## src/rtl/prefetch_unit.sv

```systemverilog
// prefetch_unit: fetches 16-bit code words at CS:IP and streams them,
// one byte per cycle, into the instruction byte FIFO. A redirect
// (load_new_ip) flushes the FIFO and restarts fetch at new_ip.
// Optional feature macro: PREFETCH_STALL_EN adds a 'stall' input that
// holds off new memory accesses without blocking pushes.
module prefetch_unit #(
    parameter logic [15:0] RESET_IP = 16'h0000
) (
    input  logic        clk,
    input  logic        reset,
    input  logic [15:0] cs,
    input  logic [15:0] new_ip,
    input  logic        load_new_ip,
`ifdef PREFETCH_STALL_EN
    input  logic        stall,
`endif
    output logic        fifo_wr_en,
    output logic [7:0]  fifo_wr_data,
    output logic        fifo_reset,
    input  logic        fifo_full,
    output logic        mem_access,
    input  logic        mem_ack,
    output logic [18:0] mem_address,
    input  logic [15:0] mem_data
);

    typedef enum logic {
        ST_FETCH,
        ST_PUSH
    } state_t;

    state_t           state;
    logic [15:0]      fetch_ip;
    logic [1:0]       stage_cnt;
    logic [1:0][7:0]  stage_q;     // [0] is always the next byte to push
    logic             abort;       // outstanding access must be discarded
    logic             stall_gate;
    logic             fetch_go;
    logic [18:0]      fetch_word;

`ifdef PREFETCH_STALL_EN
    assign stall_gate = stall;
`else
    assign stall_gate = 1'b0;
`endif

    // Word address of CS:IP. cs*16 is even, so (cs*16 + ip) >> 1 equals
    // cs*8 + ip>>1, modulo 2^19 (the 20-bit physical wrap).
    assign fetch_word = {cs, 3'b000} + {4'b0000, fetch_ip[15:1]};

    // A new access may start only with FIFO room, no stall and no redirect
    // (a redirect changes fetch_ip at this edge, so the address is stale).
    assign fetch_go = ~fifo_full & ~stall_gate & ~load_new_ip;

    // Flush and push strobes are combinational so a redirect blocks the push
    // in the very cycle it arrives.
    assign fifo_reset   = load_new_ip & ~reset;
    assign fifo_wr_en   = (state == ST_PUSH) & ~fifo_full & ~load_new_ip & ~reset;
    assign fifo_wr_data = stage_q[0];

    // Fetch/push FSM with registered bus outputs.
    always_ff @(posedge clk) begin
        if (reset) begin
            state       <= ST_FETCH;
            fetch_ip    <= RESET_IP;
            stage_cnt   <= 2'd0;
            stage_q     <= '0;
            abort       <= 1'b0;
            mem_access  <= 1'b0;
            mem_address <= 19'd0;
        end else begin
            case (state)
                ST_FETCH: begin
                    if (mem_access) begin
                        if (mem_ack) begin
                            mem_access <= 1'b0;
                            abort      <= 1'b0;
                            if (load_new_ip) begin
                                fetch_ip <= new_ip;
                            end else if (!abort) begin
                                if (fetch_ip[0]) begin
                                    // Odd IP: only the high byte belongs to the stream.
                                    stage_q   <= {8'h00, mem_data[15:8]};
                                    stage_cnt <= 2'd1;
                                    fetch_ip  <= fetch_ip + 16'd1;
                                end else begin
                                    stage_q   <= {mem_data[15:8], mem_data[7:0]};
                                    stage_cnt <= 2'd2;
                                    fetch_ip  <= fetch_ip + 16'd2;
                                end
                                state <= ST_PUSH;
                            end
                        end else if (load_new_ip) begin
                            // Bus request cannot be withdrawn; let it finish and drop it.
                            abort    <= 1'b1;
                            fetch_ip <= new_ip;
                        end
                    end else if (load_new_ip) begin
                        fetch_ip <= new_ip;
                    end else if (fetch_go) begin
                        mem_access  <= 1'b1;
                        mem_address <= fetch_word;
                    end
                end
                ST_PUSH: begin
                    if (load_new_ip) begin
                        stage_cnt <= 2'd0;
                        fetch_ip  <= new_ip;
                        state     <= ST_FETCH;
                    end else if (!fifo_full) begin
                        stage_q   <= {8'h00, stage_q[1]};
                        stage_cnt <= stage_cnt - 2'd1;
                        if (stage_cnt == 2'd1) begin
                            state <= ST_FETCH;
                            // Re-issue right after the last push to keep the stream dense.
                            if (fetch_go) begin
                                mem_access  <= 1'b1;
                                mem_address <= fetch_word;
                            end
                        end
                    end
                end
                default: state <= ST_FETCH;
            endcase
        end
    end

endmodule

```

## config.mk

```make
export PLATFORM = sky130hd
export DESIGN_NAME = prefetch_unit
export DESIGN_NICKNAME = d
export VERILOG_FILES = /design/src/rtl/prefetch_unit.sv
export SDC_FILE = /design/constraint.sdc
export NUM_CORES = 1
export LEC_CHECK = 0
export BUFFER_PORTS_ARGS = -buffer_cell sky130_fd_sc_hd__buf_2
export CAP_MARGIN = 20
export CORE_ASPECT_RATIO = 1.2
export CORE_MARGIN = 3
export CORE_UTILIZATION = 57
export DETAILED_ROUTE_END_ITERATION = 12
export HOLD_SLACK_MARGIN = 0.1
export PLACE_DENSITY_LB_ADDON = 0.25
export SYNTH_ARGS = -nofsm -noshare
export SYNTH_HDL_FRONTEND = slang
export SYNTH_SLANG_ARGS = --single-unit
```

## constraint.sdc

```tcl
create_clock -name clk -period 3 [get_ports clk]
set_input_delay 0.3 -clock clk [delete_from_list [all_inputs] [get_ports clk]]
set_output_delay 0.3 -clock clk [all_outputs]
set_load 0.02 [all_outputs]
```

==> flow_summary.json <==
{
  "status": "finished, final reports clean",
  "post-cts-setup-buffers": 0,
  "ioPinCount": 83,
  "cts_buffers": 5,
  "path_buf_inv": 0,
  "synth_nets": 467,
  "antenna_cells": 0,
  "startpoint": "fetch_ip[4]$_SDFFE_PP0P_",
  "synth_compound_area_share_pct": 19.4,
  "drc": 0,
  "start_util_pct": 59.7,
  "crit_path_max_incr_delay_ns": 0.43,
  "hold_start": "mem_ack",
  "cap_violations": 0,
  "cts_sinks": 56,
  "ys_ff_latch": 56,
  "critPathLaunchType": "flop",
  "drt_first_pass_iters": 4,
  "dp_hpwl_um": 5690,
  "postSynthCellCount": 399,
  "multi_input_area_um2": 1880,
  "num-fill-cells": 461,
  "layout.nets": 532,
  "synth_top_family_by_area": "simple AND/OR/NAND/NOR gates",
  "crit_family": "compound AO/OA/AOI/OAI gates",
  "required_ns": 3.17,
  "finalCritPeriodShare_pct": 79.1,
  "synth_area_leaders": "dfxtp_1 35%, nand2_1 6.9%, a21oi_1 6.2%, ha_1 5.5%, mux2i_1 5.0%",
  "synth.most_common_cell": "nand2_1",
  "setup_viol": 0,
  "core_area_um2": 5370,
  "finalHoldViolCount": 0,
  "ctsHoldBuffers": 0,
  "seq_area_um2": 1120,
  "vias": 3094,
  "grt_setup_unrepaired": "no",
  "antenna_found_initial": 0,
  "critPathSlowestCell": "fa_1",
  "synth_top_area_cell": "dfxtp_1",
  "io_buffers": 82,
  "max_freq_mhz": 422,
  "rr_startpoint": "fetch_ip[4]$_SDFFE_PP0P_",
  "htree_levels": 2,
  "synth.top_cell.area_share_pct": 35.0,
  "crit_chain": "ha_1 -> fa_1 -> a211oi_1 -> o21ai_0 -> a31oi_1 -> and3_1 -> nor4_1",
  "p_int_uw": 1090,
  "cts_resized": 0,
  "grt_pass1_vias": 2814,
  "synthSimpleGateAreaFrac_pct": 23.9,
  "grtUsageTotal_pct": 24.2,
  "grt_pass1_wl_um": 12600,
  "synth_edf_count": 0,
  "vdd_drop_max_mv": 0.318,
  "clock_skew_ns": 0.0111,
  "hold_class": "primary input to flop",
  "clkTransAtPathRegs_ns": 0.10,
  "maxSlewViolCount": 0,
  "swShare_pct": 31.4,
  "std_cell_rows": 29,
  "die_y_um": 88.1,
  "grt_start_max_net_pins": 45,
  "synth_fa_ha_area_share_pct": 6.09,
  "drt_wl_total_um": 7660,
  "p_leak_uw": 0.00155,
  "netlist_area_um2": 3200,
  "power_switching_uw": 497,
  "seq_area_frac_synth_pct": 35.0,
  "drive_gt1_share_pct": 21.9,
  "cp_data_arrival_time_ns": 2.55,
  "die_x_um": 74.4,
  "path_max_fanout": 6,
  "syn_to_final_growth_pct": 14.2,
  "worst-slew-pin-transition_ns": 0.813,
  "synthMuxAreaShare_pct": 5.00,
  "powerDensity_nw_per_um2": 433,
  "cts_root_buffer": "clkbuf_8",
  "grt-ovfl-total": 0,
  "setup-tns-final_ns": 0,
  "relSlewSlack_pct": 45.8,
  "insertion_delay_ns": 0.32,
  "cts_tree": "built",
  "ys_types": 49,
  "period_needed_ns": 2.37,
  "placed_area_um2": 3560,
  "wl_per_cell_um": 14.5,
  "postRouteAntennaNets": 0,
  "power_uw": 1590,
  "gp_routability_congestion": 0.931,
  "power_frac_clock_pct": 27.2,
  "synth-xor-area-share_pct": 4.37,
  "path_class": "flop to flop",
  "cp-end-kind": "flop",
  "synthTopCellsByCount": "59 x nand2_1, 56 x dfxtp_1, 40 x a21oi_1",
  "drt-initial-drc-count": 176,
  "final_cell_area_um2": 3660,
  "async_reset_ff_share_pct": 0,
  "combinationalPowerShare_pct": 21.2,
  "yosys_most_used_dff": "dfxtp_1",
  "clockBufferDepth": 2,
  "routed_via_density": 5.87,
  "die_area_um2": 6560,
  "p_seq_share_pct": 51.5,
  "synth.avg_cell_area_um2": 8.03,
  "yosysWarnings": 0
}
==> power by group through the flow <==
stage	clock network (uW)	registers (uW)	logic, uW
after detailed placement	0	834	333
after global routing	468	822	376
after CTS	440	817	335
after global placement	0	832	327
after floorplan	0	845	215
final	432	817	337
==> kinds of logic after synthesis <==
kind of cell	count (synthesis)
AND/OR/NAND/NOR	155
AO/OA/AOI/OAI	103
buffers and inverters	38
multiplexers	16
flip-flops	56
XOR/XNOR	16
adder cells (fa/ha/maj)	15
==> metal layers <==
layer | part of all wire [%] | vias to the layer above | routed length, um | track usage (%)
met4 | 2.5 | 0 | 189 | 9.06
met5 | 0 | - | 0 | 0
li1 | - | 1546 | - | -
met1 | 42 | 1447 | 3240 | 29.0
met2 | 50 | 89 | 3870 | 42.7
met3 | 4.8 | 12 | 367 | 4.13
==> flip-flops by register name (all words and copies together), names as in the netlist <==
name / flops
state: 1
stage_cnt: 2
fifo_wr_data: 8
mem_access: 1
fetch_ip: 16
stage_q: 8
mem_address: 19
abort: 1
==> placed cells by master, fill, tap and decap left out, types with 3 or more instances in the layout <==
cell and n:
and3_1 3, o21ai_0 23, xor2_1 4, a21oi_1 40, xnor2_1 12, nor2b_1 3, ha_1 14, mux2i_1 16
nand4_1 7, o211ai_1 3, buf_2 82, dfxtp_1 56, clkbuf_8 5, a31oi_1 4, nor2_1 31, nand2_1 59
a211oi_1 12, inv_1 8, nand3_1 23, nor3_1 8, buf_4 6, or4_1 4, a21o_1 4
==> through the flow <==
| stage | worst slack [ns] | hold WS, ns | util, % | instances |
|---|---|---|---|---|
| final | 0.628 | 0.199 | 68.2 | 527 |
| after CTS | 0.639 | 0.187 | 68.0 | 526 |
| after global placement | 0.659 | 0.432 | 66.3 | 518 |
| after floorplan | 0.931 | 0.396 | - | 399 |
| after global routing | 0.411 | 0.209 | 68.2 | 527 |
| after detailed placement | 0.629 | 0.439 | 66.3 | 518 |
==> final cells by class <==
type                            instances  area share (%)
Clock buffer                            5            1.88
Clock inverter                          3           0.615
Inverter                                8           0.821
Multi-Input combinational cell        305            51.5
Sequential cell                        56            30.6
Tap cell                               62            2.12
Timing Repair Buffer                   88            12.4
==> path summary, 6_finish.rpt <==
check / end / slack, ns / depth (start not counted)
max: mem_address[17]$_SDFFE_PP0P_ / 0.63 / 7
min: abort$_SDFFE_PP0P_ / 0.20 / 2
max reg2reg: mem_address[17]$_SDFFE_PP0P_ / 0.63 / 7
min reg2reg: stage_q[13]$_SDFFE_PP0P_ / 0.46 / 2
(Power assumes the default switching activity.)
